## src/rtl/seg_pkg.sv

```systemverilog
// Shared constants and helpers for the six-digit clock display driver.
package seg_pkg;

    localparam int DIGITS = 6;

    // Bit positions of the packed time word {hour, minute, second}
    localparam int HOUR_MSB = 16;
    localparam int HOUR_LSB = 12;
    localparam int MIN_MSB  = 11;
    localparam int MIN_LSB  = 6;
    localparam int SEC_MSB  = 5;
    localparam int SEC_LSB  = 0;

    // Active-low segment codes, g..a; entry i is the pattern for digit i
    localparam logic [9:0][6:0] SEG_TABLE = {
        7'h10, 7'h00, 7'h78, 7'h02, 7'h12,
        7'h19, 7'h30, 7'h24, 7'h79, 7'h40
    };

    localparam logic [6:0] SEG_BLANK = 7'h7F;

    typedef logic [2:0] idx_t;

    typedef struct packed {
        logic [3:0] tens;
        logic [3:0] units;
    } bcd_t;

    // Split a 0..63 field into tens/units with a compare chain (no divider)
    function automatic bcd_t split10(input logic [5:0] v);
        bcd_t r;
        if (v >= 6'd60) begin
            r.tens  = 4'd6;
            r.units = 4'(v - 6'd60);
        end else if (v >= 6'd50) begin
            r.tens  = 4'd5;
            r.units = 4'(v - 6'd50);
        end else if (v >= 6'd40) begin
            r.tens  = 4'd4;
            r.units = 4'(v - 6'd40);
        end else if (v >= 6'd30) begin
            r.tens  = 4'd3;
            r.units = 4'(v - 6'd30);
        end else if (v >= 6'd20) begin
            r.tens  = 4'd2;
            r.units = 4'(v - 6'd20);
        end else if (v >= 6'd10) begin
            r.tens  = 4'd1;
            r.units = 4'(v - 6'd10);
        end else begin
            r.tens  = 4'd0;
            r.units = 4'(v);
        end
        return r;
    endfunction

endpackage

```

## src/rtl/seg_decode.sv

```systemverilog
// Digit to active-low seven-segment pattern; codes above 9 blank the digit.
module seg_decode
    import seg_pkg::*;
(
    input  logic [3:0] digit,
    output logic [6:0] seg
);

    // Table lookup with a blank default for non-decimal codes
    always_comb begin
        seg = SEG_BLANK;
        if (digit < 4'd10) begin
            seg = SEG_TABLE[digit];
        end
    end

endmodule

```

## src/rtl/seg_driver.sv

```systemverilog
// Multiplexed six-digit HH:MM:SS display driver with blinking colon dots.
module seg_driver
    import seg_pkg::*;
#(
    parameter int SCAN_CNT  = 50_000,
    parameter int BLINK_CNT = 25_000_000
) (
    input  logic        clk,
    input  logic        rst,
    input  logic [16:0] din,
    output logic [5:0]  sel,
    output logic [7:0]  seg
);

    localparam int SW = (SCAN_CNT  > 1) ? $clog2(SCAN_CNT)  : 1;
    localparam int BW = (BLINK_CNT > 1) ? $clog2(BLINK_CNT) : 1;

    logic [SW-1:0] scan_cnt;
    logic [BW-1:0] blink_cnt;
    idx_t          idx;
    logic          blink;
    logic [16:0]   snap;

    logic          scan_wrap;
    logic          blink_wrap;
    logic          frame_end;
    bcd_t          hour_bcd;
    bcd_t          min_bcd;
    bcd_t          sec_bcd;
    logic [3:0]    digit;
    logic [6:0]    seg_raw;
    logic          dp_lit;

    assign scan_wrap  = (scan_cnt == SW'(SCAN_CNT - 1));
    assign blink_wrap = (blink_cnt == BW'(BLINK_CNT - 1));
    assign frame_end  = scan_wrap && (idx == idx_t'(DIGITS - 1));

    // Dwell counter and digit index
    always_ff @(posedge clk) begin
        if (rst) begin
            scan_cnt <= '0;
            idx      <= '0;
        end else if (scan_wrap) begin
            scan_cnt <= '0;
            idx      <= (idx == idx_t'(DIGITS - 1)) ? idx_t'(0) : idx + 3'd1;
        end else begin
            scan_cnt <= scan_cnt + 1'b1;
        end
    end

    // Latch a fresh time word at the end of each frame so a frame never tears
    always_ff @(posedge clk) begin
        if (rst) begin
            snap <= '0;
        end else if (frame_end) begin
            snap <= din;
        end
    end

    // Free-running colon blink timer, independent of the scan
    always_ff @(posedge clk) begin
        if (rst) begin
            blink_cnt <= '0;
            blink     <= 1'b0;
        end else if (blink_wrap) begin
            blink_cnt <= '0;
            blink     <= ~blink;
        end else begin
            blink_cnt <= blink_cnt + 1'b1;
        end
    end

    // Select the digit value for the current index
    always_comb begin
        hour_bcd = split10({1'b0, snap[HOUR_MSB:HOUR_LSB]});
        min_bcd  = split10(snap[MIN_MSB:MIN_LSB]);
        sec_bcd  = split10(snap[SEC_MSB:SEC_LSB]);
        digit    = 4'hF;
        case (idx)
            3'd0:    digit = hour_bcd.tens;
            3'd1:    digit = hour_bcd.units;
            3'd2:    digit = min_bcd.tens;
            3'd3:    digit = min_bcd.units;
            3'd4:    digit = sec_bcd.tens;
            3'd5:    digit = sec_bcd.units;
            default: digit = 4'hF;
        endcase
    end

    seg_decode u_decode (
        .digit (digit),
        .seg   (seg_raw)
    );

    assign dp_lit = blink && ((idx == 3'd1) || (idx == 3'd3));

    // Registered pad drive; everything dark while in reset
    always_ff @(posedge clk) begin
        if (rst) begin
            sel <= 6'h3F;
            seg <= 8'hFF;
        end else begin
            sel <= ~(6'b100000 >> idx);
            seg <= {~dp_lit, seg_raw};
        end
    end

endmodule

```

## config.mk

```make
export PLATFORM = sky130hd
export DESIGN_NAME = seg_driver
export DESIGN_NICKNAME = d
export VERILOG_FILES = /design/src/rtl/seg_pkg.sv /design/src/rtl/seg_decode.sv /design/src/rtl/seg_driver.sv
export SDC_FILE = /design/constraint.sdc
export NUM_CORES = 1
export LEC_CHECK = 0
export CORE_UTILIZATION = 45
export DETAILED_ROUTE_END_ITERATION = 16
export DONT_BUFFER_PORTS = 1
export HOLD_SLACK_MARGIN = 0.02
export PLACE_DENSITY = 0.66
export SETUP_SLACK_MARGIN = 0.05
export SLEW_MARGIN = 20
export SYNTH_ARGS = -nofsm -noshare
export SYNTH_HDL_FRONTEND = slang
export SYNTH_SLANG_ARGS = --single-unit
export TNS_END_PERCENT = 20
```

## constraint.sdc

```tcl
create_clock -name clk -period 2.96 [get_ports clk]
set_clock_uncertainty 0.1 [all_clocks]
set_input_delay 0.444 -clock clk [delete_from_list [all_inputs] [get_ports clk]]
set_output_delay 0.444 -clock clk [all_outputs]
set_load 0.03 [all_outputs]
```

Word-level counts from Yosys, hierarchy flattened
Memory sizes are Yosys's and may differ from the RTL's. A register that Yosys moved wholly into a read port is not among the register bits.
Index checks and enable logic that the tools add are counted.
- logic and storage cells: 87
- output and inout port bits: 14
- memory bits (read-only): 112
- memories: 1
- input bits: 19
- flip-flop bits (word level): 69
- $lt $le $gt $ge: 19
- eq/ne operators: 7
- shift operators: 1
- bitwise operators: 4
- add/sub/neg operators: 21
- multiplexer cells: 20
- reductions and logical operators: 7
- memories (name ; depth ; bits a word ; rd ports ; clocked after Yosys merged registers in ; write ports ; RTL line ; RTL):
    (no name shown) ; 16 ; 7 ; 1 ; 1 ; 0 ; seg_decode.sv:13 ; seg = SEG_TABLE[digit];
- operators with widths (operator ; count):
    7-bit two-way mux ; 9
    4-bit subtractor, second input constant ; 12
    6-bit greater-or-equal comparator, second input constant ; 6
    6-bit two-way mux ; 6
    25-bit by 1-bit adder with 25-bit output, second input constant ; 1
    25-bit == test, second input constant ; 1
    6-bit by 5-bit greater-or-equal comparator with 1-bit output, second input constant ; 4
    4-bit case mux with 6 select lines ; 1
    5-bit by 6-bit greater-or-equal comparator with 1-bit output, second input constant ; 3
    16-bit by 1-bit adder with 16-bit output, second input constant ; 1
    16-bit == test, second input constant ; 1
    5-bit two-way mux ; 3
    6-bit by 4-bit greater-or-equal comparator with 1-bit output, second input constant ; 2
    4-bit by 2-bit subtractor with 4-bit output, second input constant ; 3
    4-bit by 3-bit subtractor with 4-bit output, second input constant ; 3
    5-bit greater-or-equal comparator, second input constant ; 2
    3-bit by 2-bit == test with 1-bit output, second input constant ; 2
    3-bit == test, second input constant ; 2
    6-bit NOT ; 1
    2-bit OR reduction ; 3
    6-bit by 3-bit right shift with 6-bit output, first input constant ; 1
    5-bit by 4-bit greater-or-equal comparator with 1-bit output, second input constant ; 1
    4-bit < comparator, second input constant ; 1
    3-bit by 1-bit adder with 3-bit output, second input constant ; 1
    6 further kinds ; 9

Depth between registers and ports, before layout
Gate-level depths: netlist of run 1.
- depth after elaboration: 11
- mapped depth: 13
- gate-level depth less buffers: 10

Modules after synthesis
A second synthesis of run 1 with hierarchy kept.
- cell total of the unflattened synthesis: 543
- area total of the unflattened synthesis: 4389.2 um^2
- modules (own cells, without submodules) (module ; sequential area each (um^2) ; area each (um^2) ; cells each ; times used):
    seg_driver ; 1521.5 ; 4191.5 ; 513 ; 1
    seg_decode ; 0.0 ; 197.7 ; 30 ; 1

Worst setup path before layout of run 1
No wires, ideal clock.
- path kind: reg-to-reg
- start: reg idx[0]
- end: reg seg[3]
- path buffers: 2
- library setup time: 124 ps
- data required time: 2736 ps
- clock period less this slack: 2863 ps
- cell stages (with the launch flop): 12
- arrival: 2639 ps
- path slack: 97 ps
- cell sequence: dfxtp_1 -> clkbuf_1 -> clkbuf_1 -> and2_1 -> ha_1 -> nor2b_1 -> a21o_1 -> a222oi_1 -> o31ai_1 -> a211oi_4 -> mux2i_1 -> a2111o_1
- longest elaborated chain between the ends: 5
- elaborated cells between the ends (all ways): 10
- classes of those cells: 1 x order compare; 5 x eq/ne; 1 x mux; 1 x bitwise; 2 x reduce/logical
- ends and longest elaborated chain (element ; RTL line ; RTL):
    from (decl) ; seg_driver.sv:20 ; idx_t idx;
    from (signal assigned) ; seg_driver.sv:45 ; idx <= (idx == idx_t'(DIGITS - 1)) ? idx_t'(0) : idx + 3'd1;
    3-bit == test (tied with other cells) ; seg_driver.sv:79 ; case (idx)
    4-bit case mux with 6 select lines * ; seg_driver.sv:79 ;
    4-bit < comparator ; seg_decode.sv:12 ; if (digit < 4'd10) begin
    1-bit NOT (no source line) ; n/a ;
    2-bit OR reduction (no source line) ; n/a ;
    to (decl) ; seg_driver.sv:12 ; output logic [7:0] seg
Every way passes the cells marked *; elsewhere a longest branch is shown, timed or not.
A chain may end at the register's enable or synchronous reset.

Final worst setup path of run 1
- start: reg snap[2]
- end: reg seg[3]
- longest elaborated chain between the ends: 11
- elaborated cells between the ends (all ways): 22
- classes of those cells: 6 x add/sub; 7 x order compare; 7 x mux; 1 x bitwise; 1 x reduce/logical
- ends and longest elaborated chain (element ; RTL line ; RTL):
    from (decl) ; seg_driver.sv:22 ; logic [16:0] snap;
    from (signal assigned) ; seg_driver.sv:56 ; snap <= din;
    6-bit by 4-bit greater-or-equal comparator with 1-bit output or 4-bit subtractor (tied branches) ; seg_pkg.sv:47, seg_pkg.sv:49 ;
    5-bit two-way mux ; seg_pkg.sv:47 ; end else if (v >= 6'd10) begin
    6-bit two-way mux ; seg_pkg.sv:44 ; end else if (v >= 6'd20) begin
    6-bit two-way mux ; seg_pkg.sv:41 ; end else if (v >= 6'd30) begin
    7-bit two-way mux ; seg_pkg.sv:38 ; end else if (v >= 6'd40) begin
    7-bit two-way mux ; seg_pkg.sv:35 ; end else if (v >= 6'd50) begin
    7-bit two-way mux * ; seg_pkg.sv:32 ; if (v >= 6'd60) begin
    4-bit case mux with 6 select lines * ; seg_driver.sv:79 ;
    4-bit < comparator ; seg_decode.sv:12 ;
    1-bit NOT (no source line) ; n/a ;
    2-bit OR reduction (no source line) ; n/a ;
Marked as above.

==> metrics.csv, run 1 <==
metric,value,unit
"Slowest-stage cell, CP",or3_4,
Top Ports,33,
first-pass GRT wire length,17100,um
Die Footprint,10200,um^2
switching part of the total,26.0,%
Setup crit start,snap[2]$_SDFFE_PP0P_,
Avg Inst Size Synth,8.15,um^2
CP peak stage delay,0.40,ns
top-area cell type share of the netlist area,34.4,%
CTS Buf Count,9,
Via density,5.63,
slew margin rel.,54.1,%
setup TNS,0,ns
Synth Flop Type,dfxtp_1,
DPL Wire Length,7290,um
hold path depth,1,
"top cells by area, synth","dfxtp_1 34%, ha_1 5.9%, nand2_1 5.9%",
clk sink count,76,
"Req. time, crit path",3.12,ns
via count of the first global-routing pass,3741,
Starting DRT DRC Count,200,
leakage,1.85,nW
"Async S/R FF share, synth",0,%
CTS HTree Levels,3,
Power Total,1.85,mW
Final Wtd Congestion,0.951,
largest net degree at the start of global routing,30,
CP max FO,6,
filler instances,938,
status,completed,
gr usage total,21.0,%
layout cells sized above 1,13.2,%
pre-CTS setup slack,0.0174,ns
r2r endpoint,seg[3]$_SDFF_PP1_,
core area,9370,um^2
iteration count of the initial detailed-routing pass,5,
reg2reg setup slack,0.11,ns
root buffer cell,clkbuf_8,
"Hold Vio Cnt, Final",0,
combinational power share,1.6,%
cell internal pwr,1.37,mW
dominant cell type by area after synthesis,dfxtp_1,
"Cell Chain, Critical Path","buf_4, ha_2, and3_4, or3_4, nor3_4, a211oi_1, a211o_1, a221oi_2, buf_4, nor3_2, a2111o_1",
Post-synth EDFFs,0,
Final Max Tran Viols,0,
routed via count,3876,
grt ovf,0,
Sw Pwr,0.481,mW
Netlist cell types,72,
worst skew pair latency,0.36,ns
Final WS setup,0.112,ns
worst min path class,input pin to register,
TritonCTS clock tree,built,
Critical Path Most Common Cell,buf_4,
Worst R2R Start,snap[2]$_SDFFE_PP0P_,
clk buf depth,2,
Die Y,101,um
Port Buffers,0,
crit share post-route,96.2,%
area delta synth->final,11.3,%
# diodes,0,
initial antenna violation count,0,
fin util,52.6,%
antenna-violating nets left,0,
unrepaired setup endpoints after global routing,true,
initial core utilization,47.2,%
actual slew at the worst max-slew pin,0.687,ns
max cap viols,0,
WL per Instance,14.9,um
CTS Hold Bufs,0,
"flops & latches, synth",76,
Worst Path Buf+Inv,2,
cell with the most instances after synthesis,dfxtp_1,
Worst VDD drop,0.258,mV
Crit path max-delay family,compound AO/OA/AOI/OAI gates,
"Seq/Total Area, Yosys",34.4,%
"Warnings, synthesis",0,
clock power share,41.5,%
Post-Route WL,10300,um
crit path time final,2.85,ns
Final Setup Violations,0,
FF-to-FF path depth,11,
syn nets,583,
crit path capture type,register,
FMAX,0.351,GHz
row cnt,35,
Power Density,375,nW/um^2
Worst-path clk slew,0.10,ns
Die W,101,um
Worst EP arrival,3.01,ns
Critical Path End,seg[3]$_SDFF_PP1_,
post-route cell area,4930,um^2
placed inst area,4640,um^2
synthesized netlist cell count,543,
Commonest cells post-synth,"76 x dfxtp_1, 70 x nand2_1, 62 x nor2_1",
Sequential Power Share,56.9,%
critical path depth in cells,11,
worst setup path class,register to register,
Nets,594,
CP startpoint kind,register,
Mapped Area,4430,um^2
DRC viols,0,
==> how the worst min path moves through the flow <==
stage / from / end / slack [ns]
floorplan: blink$_SDFFE_PP0P_ / seg[7]$_SDFF_PP1_ / 0.30
global placement: scan_cnt[0]$_SDFF_PP0_ / scan_cnt[0]$_SDFF_PP0_ / 0.35
detailed placement: blink$_SDFFE_PP0P_ / seg[7]$_SDFF_PP1_ / 0.34
CTS: rst / snap[2]$_SDFFE_PP0P_ / 0.02
global route: rst / snap[2]$_SDFFE_PP0P_ / 0.01
finish: rst / snap[2]$_SDFFE_PP0P_ / 0.04
==> power by group through the flow <==
stage               Sequential, mW  Clock (mW)  Combinational, mW
finish                        1.05       0.769             0.0296
global route                  1.05       0.837             0.0347
CTS                           1.05       0.800             0.0301
detailed placement            1.08           0             0.0300
global placement              1.08           0             0.0296
floorplan                     1.07           0             0.0293
==> placed cells by master (no fill, tap or decap), types with 7 or more instances in the layout <==
| cell | n |
|---|---|
| xnor2_1 | 17 |
| a21oi_1 | 29 |
| nor2b_1 | 8 |
| nor2_1 | 62 |
| o21ai_0 | 15 |
| dfxtp_1 | 71 |
| nand4_1 | 9 |
| nand3_1 | 22 |
| xor2_1 | 24 |
| nand2_1 | 70 |
| and3_1 | 8 |
| and2_1 | 7 |
| buf_4 | 23 |
| inv_1 | 22 |
| clkbuf_8 | 9 |
| ha_1 | 20 |
==> routing by layer <==
metal,wire (um),track usage [%],up-vias
met1,4590,25.7,1840
met2,4890,35.3,80
li1,-,-,1935
met4,295,11.6,0
met3,485,3.59,21
met5,0,0,-
==> kinds of logic after synthesis <==
family	synth area share, %
xor+xnor	8.11
mux	1.41
flops	34.4
simple gates	27.9
fa+ha+maj	5.93
compound gates	17.6
buf+inv	4.63
==> stage by stage <==
stage / hold WS [ns] / instances
4_1_cts: 0.0231 / 686
6_report: 0.0423 / 688
2_1_floorplan: 0.295 / 543
3_5_place_dp: 0.341 / 670
5_1_grt: 0.0138 / 688
3_3_place_gp: 0.348 / 670
==> registers in the layout, summed over array words and instances, names as in the netlist <==
register   count
sel            6
idx            3
blink_cnt     25
scan_cnt      16
blink          1
seg            8
snap          17
==> what timing repair did <==
action / 4_1_cts / 5_1_grt
pin swaps: 0 / 7
buffers inserted: 0 / 1
hold endpoints to repair: 0 / 1
cloned: 0 / 1
endpoints found under the setup margin: 1 / 7
gates resized for setup: 1 / 22
==> layout make-up <==
class                   instances  area [um^2]  share of cell area [%]
flip-flops and latches         76         1530                    31.0
repair buffers                 24          184                    3.73
clock inverters                 7         68.8                    1.40
well taps                     129          161                    3.27
inverters                      24         90.1                    1.83
multi-input cells             419         2770                    56.2
clock buffers                   9          124                    2.51
(Power assumes the default switching activity.)
==> run 2: changes to the inputs <==
- CORE_UTILIZATION: 45 -> 28
- PLACE_DENSITY: 0.66 -> 0.47
- SETUP_SLACK_MARGIN: 0.05 -> unset
==> metrics.csv, run 2 (synthesis results as in run 1) <==
metric,value,unit,change
"Req. time, crit path",3.08,ns,-0.04 ns
switching part of the total,22.7,%,-3.4 points
initial antenna violation count,0,,unchanged
Final Wtd Congestion,0.881,,-7.4%
CP max FO,8,,+2
Port Buffers,0,,unchanged
Crit path max-delay family,compound AO/OA/AOI/OAI gates,,
leakage,1.93,nW,+4.2%
worst setup path class,register to register,,
Starting DRT DRC Count,164,,-18%
Post-Route WL,10900,um,+5.8%
gr usage total,13.7,%,-7.4 points
Die W,128,um,+26%
setup TNS,0,ns,unchanged
Critical Path Most Common Cell,nor3_2,,
FMAX,0.344,GHz,-1.9%
max cap viols,0,,unchanged
Worst VDD drop,0.245,mV,-4.7%
clock power share,48.8,%,+7.3 points
Worst EP arrival,3.02,ns,about the same
Sw Pwr,0.481,mW,-0.20%
area delta synth->final,16.4,%,
cell internal pwr,1.64,mW,+20%
combinational power share,1.5,%,about the same
crit path time final,2.90,ns,+0.0551 ns
clk buf depth,2,,unchanged
reg2reg setup slack,0.06,ns,-0.06 ns
grt ovf,0,,unchanged
TritonCTS clock tree,built,,
CP startpoint kind,register,,
most frequent cells in the layout,"72 x dfxtp_1, 70 x nand2_1, 62 x nor2_1",,
Worst-path clk slew,0.07,ns,-0.03 ns
worst skew pair latency,0.35,ns,about the same
Top Ports,33,,unchanged
Via density,4.92,,-13%
worst min path class,input pin to register,,
largest net degree at the start of global routing,30,,unchanged
Biggest register,blink_cnt,,
initial core utilization,28.9,%,-18 points
CTS Buf Count,9,,unchanged
pre-CTS setup slack,0.0113,ns,-0.00609 ns
CTS HTree Levels,3,,unchanged
Die Y,128,um,+26%
CP peak stage delay,0.40,ns,about the same
iteration count of the initial detailed-routing pass,7,,+2
Largest register FFs,25,,unchanged
first-pass GRT wire length,17500,um,+2.3%
"Slowest-stage cell, CP",a2111o_1,,
row cnt,45,,+29%
"Cell Chain, Critical Path","ha_1, and4b_4, or3_4, nor3_2, a211oi_1, a211o_1, a221oi_4, buf_6, nor3_2, a2111o_1",,
DPL Wire Length,7950,um,+8.9%
Final Setup Violations,0,,unchanged
Nets,601,,+1.2%
root buffer cell,clkbuf_16,,
# diodes,0,,unchanged
# placed instances,756,,+13%
Sequential Power Share,49.7,%,-7.2 points
via count of the first global-routing pass,3586,,-4.1%
core area,15300,um^2,+63%
Worst Path Buf+Inv,1,,-1
crit share post-route,98.1,%,+1.9 points
Power Density,411,nW/um^2,+9.6%
actual slew at the worst max-slew pin,0.631,ns,-0.0555 ns
layout cells sized above 1,13.6,%,+0.37 points
Min Hold Slack,0.0638,ns,+0.0215 ns
antenna-violating nets left,0,,unchanged
"Hold Vio Cnt, Final",0,,unchanged
DRC viols,0,,unchanged
Final Max Tran Viols,0,,unchanged
clk sink count,76,,unchanged
Die Footprint,16300,um^2,+59%
post-route insts no fill,777,,+13%
registers with the most flip-flops,"blink_cnt (25), snap (17), scan_cnt (16)",,
WL per Instance,14.0,um,-6.3%
Power Total,2.12,mW,+15%
status,completed,,
crit path capture type,register,,
routed via count,3823,,-1.4%
slew margin rel.,57.8,%,+3.7 points
Final WS setup,0.0570,ns,-0.0551 ns
"most common cell after layout, fill and taps aside",dfxtp_1,,
==> run 2: cell count changes in the layout (fill, tap and decap cells not counted), sizes merged <==
cell,previous run,this run
buf,23,30
clkbuf,9,11
clkinv,2,4
clkinvlp,2,0
inv,27,25
==> run 2: final timing paths <==
path | endpoint | start | cells past startpoint
max reg2reg | seg[3]$_SDFF_PP1_ | snap[1]$_SDFFE_PP0P_ | 10
max | seg[3]$_SDFF_PP1_ | snap[1]$_SDFFE_PP0P_ | 10
min | snap[8]$_SDFFE_PP0P_ | rst | 1
min reg2reg | seg[7]$_SDFF_PP1_ | blink$_SDFFE_PP0P_ | 1
==> run 2: worst register-to-register path, stage by stage, from the launching register on <==
cell      delay, ns
dfxtp_2        0.37
ha_1           0.24
and4b_4        0.22
or3_4          0.39
nor3_2         0.20
a211oi_1       0.07
a211o_1        0.27
a221oi_4       0.28
buf_6          0.18
nor3_2         0.04
a2111o_1       0.40
==> run 2: per-stage QoR <==
step	util [%]	instance area, um^2
after CTS	33.0	5060
after detailed placement	31.2	4780
after global placement	31.2	4780
after global routing	33.7	5160
after floorplan	-	4430
final	33.7	5160
==> run 2: layout make-up <==
type	instances	area, um^2
fillers	1637	10200
multi-input cells	419	2760
flip-flops and latches	76	1530
well taps	211	264
clock buffers	11	243
repair buffers	31	240
inverters	24	90.1
clock inverters	5	36.3
==> run 2: metal layers <==
metal	global-route usage [%]	wire length, um	vias up
li1	-	-	1958
met2	22.7	5170	67
met4	7.06	285	0
met3	2.96	418	21
met1	16.6	4980	1777
met5	0	0	-
==> run 2: power by group through the flow <==
stage / sequential [mW] / combinational [mW] / clock [mW]
6_report: 1.05 / 0.0312 / 1.03
5_1_grt: 1.06 / 0.0360 / 1.12
3_3_place_gp: 1.08 / 0.0313 / 0
3_5_place_dp: 1.08 / 0.0316 / 0
2_1_floorplan: 1.07 / 0.0293 / 0
4_1_cts: 1.05 / 0.0317 / 1.07
==> run 2: repair_timing <==
item | 4_1_cts | 5_1_grt
pin swaps | 0 | 5
endpoints found under the setup margin | 1 | 6
buffers inserted | 0 | 4
resized for setup | 1 | 16
gates cloned | 0 | 1
hold buffers | 0 | 0
